<file path="src/rtl/bcd_share_sched.sv">
// Shared iterative binary-to-BCD converter (double dabble, one shift per clock)
// serving two requesters under round-robin arbitration.
module bcd_share_sched #(
  parameter int WIDTH  = 20,
  parameter int DIGITS = 6
) (
  input  logic                  clk,
  input  logic                  reset,
  input  logic                  req0,
  input  logic [WIDTH-1:0]      bin0,
  input  logic                  req1,
  input  logic [WIDTH-1:0]      bin1,
  output logic                  grant0,
  output logic                  grant1,
  output logic                  busy,
  output logic                  done,
  output logic                  done_id,
  output logic                  ovf,
  output logic [4*DIGITS-1:0]   bcd_out
);

  localparam int BW  = 4 * DIGITS;
  localparam int TOT = BW + WIDTH;
  localparam int CW  = $clog2(WIDTH + 1);

  function automatic logic [63:0] pow10_minus1(input int n);
    logic [63:0] v;
    v = 64'd1;
    for (int i = 0; i < n; i++) v = v * 64'd10;
    return v - 64'd1;
  endfunction

  localparam logic [63:0] MAXV = pow10_minus1(DIGITS);
  localparam logic [BW-1:0] ALL_NINES = {DIGITS{4'h9}};

  typedef enum logic [1:0] {S_IDLE, S_SHIFT, S_DONE} state_t;

  state_t            r_state;
  logic [WIDTH-1:0]  r_shift;
  logic [BW-1:0]     r_digits;
  logic [CW-1:0]     r_cnt;
  logic              r_ovf_pend;
  logic              r_id_pend;
  logic              r_rr_last;
  logic              r_grant0;
  logic              r_grant1;
  logic              r_done;
  logic              r_done_id;
  logic              r_ovf;
  logic [BW-1:0]     r_bcd;

  logic              w_any;
  logic              w_win;
  logic [WIDTH-1:0]  w_win_bin;
  logic [63:0]       w_op_ext;
  logic [BW-1:0]     w_adj;
  logic [TOT-1:0]    w_step;

  // Tie goes to the requester that did not win last time.
  assign w_any     = req0 | req1;
  assign w_win     = (req0 && req1) ? ~r_rr_last : req1;
  assign w_win_bin = w_win ? bin1 : bin0;
  assign w_op_ext  = 64'(w_win_bin);

  // NOTE: every variable gets a default at the top of always_comb so no path
  // leaves it unassigned; otherwise synthesis infers a latch.
  always_comb begin
    w_adj = r_digits;
    for (int k = 0; k < DIGITS; k++) begin
      if (r_digits[4*k +: 4] >= 4'd5)
        w_adj[4*k +: 4] = r_digits[4*k +: 4] + 4'd3;
    end
    // Top bit of the concatenation falls off; it is always 0 for a valid operand width.
    w_step = {w_adj, r_shift} << 1;
  end

  // NOTE: sequential state uses non-blocking assignments so every register
  // samples the pre-edge values, independent of statement order.
  always_ff @(posedge clk) begin
    if (!reset) begin
      r_state    <= S_IDLE;
      r_shift    <= '0;
      r_digits   <= '0;
      r_cnt      <= '0;
      r_ovf_pend <= 1'b0;
      r_id_pend  <= 1'b0;
      r_rr_last  <= 1'b1;
      r_grant0   <= 1'b0;
      r_grant1   <= 1'b0;
      r_done     <= 1'b0;
      r_done_id  <= 1'b0;
      r_ovf      <= 1'b0;
      r_bcd      <= '0;
    end else begin
      r_grant0 <= 1'b0;
      r_grant1 <= 1'b0;
      r_done   <= 1'b0;
      case (r_state)
        S_IDLE: begin
          if (w_any) begin
            r_shift    <= w_win_bin;
            r_digits   <= '0;
            r_cnt      <= CW'(WIDTH);
            r_ovf_pend <= (w_op_ext > MAXV);
            r_id_pend  <= w_win;
            r_rr_last  <= w_win;
            r_grant0   <= ~w_win;
            r_grant1   <= w_win;
            r_state    <= S_SHIFT;
          end
        end
        S_SHIFT: begin
          r_digits <= w_step[TOT-1:WIDTH];
          r_shift  <= w_step[WIDTH-1:0];
          r_cnt    <= r_cnt - CW'(1);
          if (r_cnt == CW'(1)) begin
            r_state   <= S_DONE;
            r_bcd     <= r_ovf_pend ? ALL_NINES : w_step[TOT-1:WIDTH];
            r_ovf     <= r_ovf_pend;
            r_done_id <= r_id_pend;
            r_done    <= 1'b1;
          end
        end
        S_DONE:  r_state <= S_IDLE;
        default: r_state <= S_IDLE;
      endcase
    end
  end

  assign grant0  = r_grant0;
  assign grant1  = r_grant1;
  assign busy    = (r_state != S_IDLE);
  assign done    = r_done;
  assign done_id = r_done_id;
  assign ovf     = r_ovf;
  assign bcd_out = r_bcd;

endmodule

</file>
<file path="config.mk">
export PLATFORM = sky130hd
export DESIGN_NAME = bcd_share_sched
export DESIGN_NICKNAME = d
export VERILOG_FILES = /design/src/rtl/bcd_share_sched.sv
export SDC_FILE = /design/constraint.sdc
export NUM_CORES = 1
export LEC_CHECK = 0
export BUFFER_PORTS_ARGS = -buffer_cell sky130_fd_sc_hd__buf_2
export CORE_MARGIN = 1
export CORE_UTILIZATION = 50
export CTS_CLUSTER_SIZE = 10
export DETAILED_ROUTE_END_ITERATION = 10
export GPL_TIMING_DRIVEN = 0
export PLACE_DENSITY_LB_ADDON = 0.15
export SLEW_MARGIN = 20
export SYNTH_ARGS = -nofsm -noshare
export SYNTH_HDL_FRONTEND = slang
export SYNTH_SLANG_ARGS = --single-unit
</file>
<file path="constraint.sdc">
create_clock -name clk -period 2.08 [get_ports clk]
set_input_delay 0.416 -clock clk [delete_from_list [all_inputs] [get_ports clk]]
set_output_delay 0.416 -clock clk [all_outputs]
set_load 0.03 [all_outputs]
</file>
Word-level counts from Yosys, hierarchy flattened
Cells that the tools add are included.

Register bits: 83. Input port bits: 44. Output and inout port bits: 30. Logic and storage cells: 63.

Add/sub/neg operators: 7. $lt $le $gt $ge: 7. Equal/unequal tests: 4. Multiplexer cells: 19. Bitwise logic cells: 3. Reduce and logical (&&, ||, !) cells: 10.

Operators with widths (count): two-way mux 24 bit (2); case mux 24 bit (2 select lines) (1); two-way mux 20 bit (2); case mux 20 bit (2 select lines) (1); >= comparator 4 x 3 -> 1 bit, second input constant (6); adder 4 x 2 -> 4 bit, second input constant (5); greater-than comparator 20 bit, second input constant (1); two-way mux 4 bit (5); case mux 5 bit (2 select lines) (1); AND reduction 2 bit (5); equality test 5 x 1 -> 1 bit, second input constant (1); two-way mux 5 bit (1); subtractor 5 x 1 -> 5 bit, second input constant (1); two-way mux 2 bit (2); inequality test 2 bit, second input constant (2); case mux 2 bit (2 select lines) (1); nonzero test 2 bit (2); adder 3 x 2 -> 3 bit, second input constant (1); two-way mux 3 bit (1); AND reduction 3 bit (1); equality test 2 x 1 -> 1 bit, second input constant (1); zero test 2 bit (1); two-way mux 1 bit (2); inverter 1 bit (2); other kinds (2) (2).

Logic depth before layout (Yosys ltp)
Gate-level depths: netlist (run 1).

Word-level depth: 5. Mapped depth: 8. Gate-level depth less buffers: 7.

Least setup slack after synthesis (run 1)
No wires, ideal clock.

Kind: reg2reg. Start: register r_digits[17]. End: register r_digits[18]. Library setup time: 59 ps. Arrival: 1478 ps. Required time: 2021 ps. Setup slack: 543 ps. Cell stages (with the launch flop): 8. Path buffers: 0. Period minus slack after synthesis: 1537 ps. Path through: dfxtp_1 > inv_1 > ha_1 > nand2b_1 > a21oi_1 > mux2_2 > o21ai_0 > and2_1.

Cells in the longest elaborated chain, start to end: 3. Elaborated cells on any way between the ends: 4. Classes of those cells: add/sub (1); order compare (1); mux (2).

Ends and longest elaborated chain: start: declaration (RTL line 40) `logic [BW-1:0] r_digits;`; start signal: assignment (RTL line 113) `r_digits <= w_step[TOT-1:WIDTH];`; adder 4 x 2 -> 4 bit / >= comparator 4 x 3 -> 1 bit (equally long branches) (RTL line 71, 70); two-way mux 4 bit * (RTL line 70) `if (r_digits[4*k +: 4] >= 4'd5)`; case mux 24 bit (2 select lines) * (RTL line 98) `case (r_state)`.

Mark *: on every way between the ends. The rest lies on a longest branch, timed or not. A chain may end at the register's enable or synchronous reset.

Worst setup path in the final report (run 1)
Same ends and word-level chain as after synthesis.

==> results of run 1 <==
state kept, by name, indices dropped and copies added (netlist names):
register	flops
bcd_out	24
done	1
done_id	1
grant0	1
grant1	1
ovf	1
r_cnt	5
r_digits	24
r_id_pend	1
r_ovf_pend	1
r_rr_last	1
r_shift	20
r_state	2
area by class of cell:
type / instances / share of cell area [%]
timing repair buffer: 73 / 7.528
tap: 102 / 2.630
multi-input combinational: 351 / 46.15
sequential: 83 / 34.24
clock inverter: 6 / 1.495
clock buffer: 10 / 2.836
inverter: 16 / 1.237
buffer: 33 / 3.893
cells in the final DEF, fill, tap and decap left out, types with 8 or more instances in the layout:
master	instances
a21oi_1	37
a221oi_1	13
buf_2	83
nor3b_1	11
o21ai_0	39
o21ai_1	8
inv_1	16
ha_1	14
dfxtp_1	83
and2_1	20
nor2b_1	22
a21boi_0	8
clkbuf_8	10
nor2_1	8
nand2_1	56
clkbuf_1	13
nand3_1	34
logic make-up (layout without fill, tap and decap cells):
logic type	after synthesis	after routing	share of synthesized area (%)
AO/OA/AOI/OAI	142	142	22.19
XOR/XNOR	9	9	1.899
adder cells (fa/ha/maj)	14	14	4.221
buffers and inverters	49	138	5.999
flip-flops	83	83	40.04
multiplexers	7	7	1.779
AND/OR/NAND/NOR	179	179	23.88
worst max-delay path: stages, from the launching register on:
cell      delay, ns
dfxtp_1        0.40
inv_1          0.10
ha_1           0.18
nand2b_1       0.15
a21oi_1        0.23
mux2_2         0.37
o21ai_0        0.13
and2_1         0.14
per-layer routing:
layer / vias to the layer above / track usage [%] / part of all wire (%)
li1: 1870 / - / -
met1: 1868 / 38.18 / 47
met2: 103 / 41.73 / 48
met3: 13 / 4.228 / 4.5
met4: 0 / 7.821 / 1.2
met5: - / 0 / 0
path summary, 6_finish.rpt:
| path | end | cells past startpoint | slack, ns | start |
|---|---|---|---|---|
| setup / recovery | r_digits[18] | 7 | 0.32 | r_digits[17] |
| hold / removal | r_ovf_pend | 4 | 0.42 | bin1[18] |
| setup reg to reg | r_digits[18] | 7 | 0.32 | r_digits[17] |
| hold reg to reg | r_shift[15] | 2 | 0.47 | r_shift[14] |
stage by stage:
| step | utilization, % | setup slack [ns] |
|---|---|---|
| 5_1_grt | 61.53 | 0.1920 |
| 4_1_cts | 61.53 | 0.3417 |
| 3_5_place_dp | 58.87 | 0.2667 |
| 2_1_floorplan | - | 0.5428 |
| 3_3_place_gp | 58.87 | 0.2922 |
| 6_report | 61.53 | 0.3225 |
power groups by stage:
stage,Clock (W),Sequential (W),Combinational [W]
5_1_grt,0.00132,0.00172,0.000580
3_3_place_gp,0,0.00174,0.000510
3_5_place_dp,0,0.00174,0.000522
4_1_cts,0.00125,0.00171,0.000524
2_1_floorplan,0,0.00175,0.000330
6_report,0.00124,0.00171,0.000525
==> qor.yml, run 1 <==
post_drt_wl_per_cell_um: 16.23
gp_congestion: 0.8232
post-cts-setup-buffer-count: 0
yosys-top-cells-area: "dfxtp_1, nand2_1, o21ai_0"
p_int_w: 0.002455
slew_viol_final: 0
critPathKind: "reg2reg"
cts_buffers: 9
cts-root-buf: "clkbuf_8"
grt_usage_pct: 26.81
die_h_um: 93.11
synth.avg_cell_area_um2: 8.593
hold_viol_final: 0
dp_hpwl_um: 7894
worstPathRequired_ns: 2.38
syn_nets: 541
switching_share_pct: 29.36
drt_iter0_markers: 189
boundaryPins: 74
synth_cell_types: 55
stdcell_area_um2: 4853
drc: 0
dr.pass1.iters: 5
cts_hold_buffers: 0
clock_latency_ns: 0.36
fill_cells: 725
synthToLayoutAreaGrowth_pct: 16.94
final_nets: 625
drt_wl_total_um: 10940
p_comb_share_pct: 15.1
dr_total_vias: 3854
multi_input_area_um2: 2240
seq_area_um2: 1662
htree_levels: 3
netlist_instances: 483
cp_max_fo: 3
cp-end-kind: "flip-flop"
ys_seq_area_share_pct: 40.04
portBuffers: 73
max-cap-violations: 0
rsz0062_at_grt: "no"
synth_edf_count: 0
synth.largest_area_cell: "dfxtp_1"
maxSlewHeadroom_pct: 60.68
routed_via_density: 5.718
ant_nets: 0
yosysMostFrequentCell: "dfxtp_1"
finalSetupViolCount: 0
die_area_um2: 8669
fp-row-count: 32
placed_area_um2: 4643
leakagePower_nw: 1.944
drive_gt1_share_pct: 23.08
yosysWarningCount: 0
place_inst: 658
n_antenna_cell: 0
synth_top_area_share_pct: 40.04
clk_pin_slew_ns: 0.09
tightest_slew_ns: 0.5898
p_clk_share_pct: 35.7
finalClockSkew_ns: 0.01141
antenna_found_initial: 0
cp.arrival_ns: 2.06
p_per_area_nw_per_um2: 716.2
finalCriticalPeriod_ns: 1.758
grt.overflow.total: 0
syn-cell-area_um2: 4150
grt_max_degree: 16
synth_ff_type: "dfxtp_1"
grt_pass1_vias: 3605
synth_commonest_cells: "dfxtp_1, nand2_1, o21ai_0, a21oi_1, nand3_1"
clock_sinks: 83
startpoint_type: "flip-flop"
max-vdd-ir-drop_v: 0.0005020
switching_power_w: 0.001021
seq_power_share_pct: 49.2
core_area_um2: 7888
clk_path_buf_depth: 2
post-route-period-util_pct: 84.50
stdcell_count: 674
setup_tns_ns: 0
initial_utilization_pct: 52.62
cts_resized: 0
finalPower_w: 0.003476
max_freq_mhz: 569.0
tritoncts: "built"
hp-class: "in2reg"
hold_ws_ns: 0.4228
async_reset_ff_share_pct: 0
synth-seq-cells: 83
die_w_um: 93.11
grt_pass1_wl_um: 17920
status: "completed"
Power figures use the tool's default switching activity.
==> run 2: changes to the inputs <==
Clock period 2.08 ns to 1.58 ns, I/O delays scaled along.
==> qor.yml, run 2 (synthesized netlist as in run 1, its figures left out) <==
status: "finished with violations"  # was completed
failed_checks: "negative setup slack"
final_util_pct: 69.64  # was 61.53%
hp-class: "in2reg"  # unchanged
rsz0062_at_grt: "yes"  # was no
grt_pass1_vias: 3748  # was 3605
fp-row-count: 32  # unchanged
finalCriticalPeriod_ns: 1.621  # was 1.758 ns
post-route-period-util_pct: 102.6  # was 84.50%
use_met2_pct: 43.93  # was 41.73%
dr.pass1.iters: 5  # unchanged
grt_max_degree: 16  # unchanged
boundaryPins: 74  # unchanged
post_drt_wl_per_cell_um: 17.32  # was 16.23 µm
clock_latency_ns: 0.37  # was 0.36 ns
use_met1_pct: 39.45  # was 38.18%
setup_tns_ns: -0.2203  # was 0 ns
layout_common_cells: "buf_2, dfxtp_1, nand2_1"  # unchanged
n_antenna_cell: 0  # unchanged
stdcell_count: 702  # was 674
dr_total_vias: 4034  # was 3854
p_per_area_nw_per_um2: 857.2  # was 716.2 nW/µm²
fill_cells: 633  # was 725
cp_max_fo: 5  # was 3
worstPathRequired_ns: 1.89  # was 2.38 ns
die_w_um: 93.11  # unchanged
cts_buffers: 9  # unchanged
initial_utilization_pct: 52.62  # unchanged
drt_wl_total_um: 12160  # was 10940 µm
use_met3_pct: 4.634  # was 4.228%
rrSetupSlack_ns: -0.04  # was 0.32 ns
maxSlewHeadroom_pct: 64.71  # was 60.68%
portBuffers: 73  # unchanged
max_freq_mhz: 617.1  # was 569.0 MHz
critPathKind: "reg2reg"  # unchanged
clk_path_buf_depth: 2  # unchanged
finalSetupViolCount: 10  # was 0
final_nets: 653  # was 625
clock_sinks: 83  # unchanged
startpoint_type: "flip-flop"  # unchanged
hold_viol_final: 0  # unchanged
drive_gt1_share_pct: 38.67  # was 23.08%
tritoncts: "built"  # unchanged
die_area_um2: 8669  # unchanged
worstRegToRegCells: 9  # was 7
seq_area_um2: 1683  # was 1662 µm²
finalPower_w: 0.004708  # was 0.003476 W
r2r-end: "bcd_out[5]"  # was r_digits[18]
grt.overflow.total: 0  # unchanged
finalClockSkew_ns: 0.01035  # was 0.01141 ns
multi_input_area_um2: 2541  # was 2240 µm²
crit_start: "r_cnt[1]"  # was r_digits[17]
final_common_cell: "buf_2"
antenna_found_initial: 0  # unchanged
drc: 0  # unchanged
ant_nets: 0  # unchanged
cts_hold_buffers: 0  # unchanged
tightest_slew_ns: 0.5293  # was 0.5898 ns
clk_pin_slew_ns: 0.09  # about the same
cp-endpoint: "bcd_out[5]"  # was r_digits[18]
cts-root-buf: "clkbuf_8"  # unchanged
max-vdd-ir-drop_v: 0.0006570  # was 0.0005020 V
setup_ws_ns: -0.04053  # was 0.3225 ns
htree_levels: 3  # unchanged
cp.arrival_ns: 1.93  # was 2.06 ns
slew_viol_final: 0  # unchanged
leakagePower_nw: 2.199  # was 1.944 nW
drt_iter0_markers: 230  # was 189
routed_via_density: 5.746  # was 5.718
place_inst: 658  # unchanged
timing.rr.start: "r_cnt[1]"  # was r_digits[17]
cp-end-kind: "flip-flop"  # unchanged
max-cap-violations: 0  # unchanged
grt_most_used_layer: "met2"  # unchanged
grt_usage_pct: 28.05  # was 26.81%
synthToLayoutAreaGrowth_pct: 32.35  # was 16.94%
die_h_um: 93.11  # unchanged
core_area_um2: 7888  # unchanged
grt_pass1_wl_um: 18720  # was 17920 µm
dp_hpwl_um: 7894  # unchanged
gp_congestion: 0.8232  # unchanged
## run 2: changes by cell type in the layout (fill, tap and decap cells not counted), moves of 6 or more
cell,previous run,this run
inv_2,0,7
dfxtp_1,83,68
a21oi_2,0,7
inv_1,16,8
a221oi_1,13,7
ha_1,14,6
a21oi_1,37,25
a221oi_2,0,6
dfxtp_2,0,14
buf_4,5,25
## run 2: how the worst min path moves through the flow
stage	from	endpoint	cells past startpoint
floorplan	r_id_pend	done_id	2
global placement	r_shift[14]	r_shift[15]	2
detailed placement	r_shift[14]	r_shift[15]	2
CTS	bin1[18]	r_ovf_pend	4
global route	bin1[18]	r_ovf_pend	4
finish	bin0[0]	r_shift[0]	4
## run 2: worst max-delay path, stage by stage (launching register included)
cell,delay (ns)
dfxtp_2,0.35
inv_2,0.07
ha_4,0.12
nor4b_4,0.24
buf_4,0.21
nand2_8,0.08
nor2_8,0.17
buf_8,0.15
a22oi_2,0.06
nor2b_2,0.11
## run 2: final cells by class
| type | count | area share, % |
|---|---|---|
| tap | 102 | 2.323 |
| clock buffer | 10 | 2.506 |
| buffer | 33 | 4.282 |
| multi-input combinational | 351 | 46.26 |
| inverter | 16 | 1.139 |
| timing repair buffer | 101 | 11.53 |
| clock inverter | 6 | 1.321 |
| sequential | 83 | 30.64 |
## run 2: power breakdown
group | switching (W) | internal [W] | leakage [nW]
clock | 0.000850 | 0.000790 | 0.103
combinational | 0.000478 | 0.000330 | 1.41
sequential | 0.0000769 | 0.00218 | 0.682
## run 2: repair_timing
action / in CTS / in global routing
pin swaps: 12 / 15
setup endpoints to repair: 36 / 61
gates cloned: 1 / 1
gates resized for setup: 27 / 84
buffers inserted: 14 / 13
## run 2: stage by stage
stage / hold slack [ns] / setup slack, ns / cell area, µm²
after floorplan: 0.4312 / 0.04278 / 4150
after global placement: 0.4494 / -0.1103 / 4643
after detailed placement: 0.4612 / -0.1346 / 4643
after CTS: 0.3163 / -0.02395 / 5081
after global routing: 0.3345 / -0.1027 / 5493
final: 0.3332 / -0.04053 / 5493
## run 2: routing by layer
layer	part of all wire [%]	wire [µm]	vias up
met5	0	0	-
met4	2.1	261	0
met3	4.6	563	24
met2	47	5750	109
met1	46	5584	1967
li1	-	-	1934
==> run 3: changes to the inputs <==
Settings changed: CAP_MARGIN from default to 25, PLACE_DENSITY from default to 0.75, PLACE_DENSITY_LB_ADDON 0.15 to default.
==> qor.yml, run 3 (synthesized netlist as in run 1, its figures left out) <==
hold_viol_final: 0  # unchanged
tritoncts: "built"  # unchanged
final_common_cell: "buf_2"  # unchanged
routed_via_density: 5.761  # was 5.746
clk_path_buf_depth: 2  # unchanged
worstRegToRegCells: 8  # was 9
dp_hpwl_um: 7661  # was 7894 µm
finalClockSkew_ns: 0.006067  # was 0.01035 ns
clock_sinks: 83  # unchanged
cp.arrival_ns: 1.90  # was 1.93 ns
startpoint_type: "flip-flop"  # unchanged
grt_max_degree: 13  # was 16
worstPathRequired_ns: 1.87  # was 1.89 ns
drt_iter0_markers: 229  # was 230
ant_nets: 0  # unchanged
clock_latency_ns: 0.36  # was 0.37 ns
leakagePower_nw: 2.159  # was 2.199 nW
core_area_um2: 7888  # unchanged
synthToLayoutAreaGrowth_pct: 30.09  # was 32.35%
cp_max_fo: 5  # unchanged
layout_common_cells: "buf_2, dfxtp_1, nand2_1"  # unchanged
cts_hold_buffers: 0  # unchanged
cts_buffers: 9  # unchanged
slew_viol_final: 0  # unchanged
status: "finished with violations"  # unchanged
max-cap-violations: 0  # unchanged
dr_total_vias: 4010  # was 4034
initial_utilization_pct: 52.62  # unchanged
antenna_found_initial: 0  # unchanged
whs_path_depth: 5  # was 4
finalCriticalPeriod_ns: 1.613  # was 1.621 ns
hold_ws_ns: 0.3614  # was 0.3332 ns
drc: 0  # unchanged
portBuffers: 73  # unchanged
finalSetupViolCount: 6  # was 10
grt_pass1_vias: 3594  # was 3748
place_ws_ns: -0.1625  # was -0.1346 ns
clk_pin_slew_ns: 0.08  # was 0.09 ns
stdcell_area_um2: 5399  # was 5493 µm²
failed_checks: "negative setup slack"  # unchanged
die_h_um: 93.11  # unchanged
fill_cells: 617  # was 633
setup_ws_ns: -0.03267  # was -0.04053 ns
cp-end-kind: "flip-flop"  # unchanged
htree_levels: 3  # unchanged
cts-root-buf: "clkbuf_8"  # unchanged
use_met2_pct: 42.22  # was 43.93%
rsz0062_at_grt: "yes"  # unchanged
dr.pass1.iters: 5  # unchanged
post-route-period-util_pct: 102.1  # was 102.6%
critPathKind: "reg2reg"  # unchanged
fp-row-count: 32  # unchanged
grt.overflow.total: 0  # unchanged
gp_congestion: 0.8971  # was 0.8232
drt_wl_total_um: 11940  # was 12160 µm
tightest_slew_ns: 0.5571  # was 0.5293 ns
grt_usage_pct: 26.44  # was 28.05%
placed_area_um2: 4643  # unchanged
p_per_area_nw_per_um2: 850.1  # was 857.2 nW/µm²
final_nets: 647  # was 653
max_freq_mhz: 620.1  # was 617.1 MHz
die_w_um: 93.11  # unchanged
drive_gt1_share_pct: 36.36  # was 38.67%
grt_most_used_layer: "met2"  # unchanged
grt_pass1_wl_um: 17610  # was 18720 µm
die_area_um2: 8669  # unchanged
n_antenna_cell: 0  # unchanged
hp-class: "in2reg"  # unchanged
use_met3_pct: 3.821  # was 4.634%
boundaryPins: 74  # unchanged
maxSlewHeadroom_pct: 62.86  # was 64.71%
max-vdd-ir-drop_v: 0.0004518  # was 0.0006570 V
post_drt_wl_per_cell_um: 17.16  # was 17.32 µm
use_met1_pct: 35.96  # was 39.45%
[run 3: changes by cell type in the layout (fill, tap and decap cells not counted), sizes merged]
cell,before,now
clkinvlp,1,0
clkinv,2,1
inv,18,16
clkbuf,26,34
buf,118,108
[run 3: area by class of cell]
| cell class | count | area (µm²) | area share (%) |
|---|---|---|---|
| clock inverters | 2 | 35.03 | 0.6489 |
| flip-flops and latches | 83 | 1683 | 31.17 |
| clock buffers | 14 | 152.6 | 2.827 |
| well taps | 102 | 127.6 | 2.364 |
| repair buffers | 95 | 586.8 | 10.87 |
| inverters | 16 | 62.56 | 1.159 |
| multi-input cells | 351 | 2525 | 46.77 |
| plain buffers | 33 | 226.5 | 4.195 |
[run 3: what timing repair did]
item | 4_1_cts | 5_1_grt
setup buffers | 10 | 9
cloned | 0 | 3
pin swaps | 7 | 16
gates resized for setup | 17 | 88
setup endpoints to repair | 43 | 60
[run 3: metal layers]
layer  share of wire [%]  vias up  wire length (µm)
met2                  48      165              5730
met1                  43     1908              5117
met5                   0        -                 0
met3                 6.7       26               801
met4                 2.5        0               293
li1                    -     1911                 -
[run 3: worst paths after layout]
check	slack, ns	endpoint	from
worst max-delay path	-0.03	bcd_out[15]	r_cnt[1]
worst min-delay path	0.36	r_shift[14]	bin0[14]
worst max register to register	-0.03	bcd_out[15]	r_cnt[1]
worst min register to register	0.47	r_shift[15]	r_shift[14]
[run 3: where the power goes]
| part | internal (W) | switching (W) |
|---|---|---|
| combinational | 0.000329 | 0.000473 |
| sequential | 0.00218 | 0.0000797 |
| clock | 0.000775 | 0.000752 |
| total | 0.00329 | 0.00130 |
[run 3: worst max-delay path: stages, from the launching register on]
cell and delay, ns:
dfxtp_2 0.34, inv_2 0.07, ha_4 0.13, nor4b_4 0.20, buf_6 0.17, and2_4 0.24, clkbuf_16 0.18, o21ai_1 0.06
a31oi_1 0.16
[run 3: per-stage QoR]
stage / util (%) / instances / setup TNS [ns] / power [W]
final: 68.45 / 696 / -0.1210 / 0.004590
after global routing: 68.45 / 696 / -0.7480 / 0.004766
after CTS: 62.91 / 684 / -0.006601 / 0.004491
after detailed placement: 58.87 / 658 / -3.535 / 0.002979
after global placement: 58.87 / 658 / -1.760 / 0.002963
after floorplan: - / 483 / 0 / 0.002740
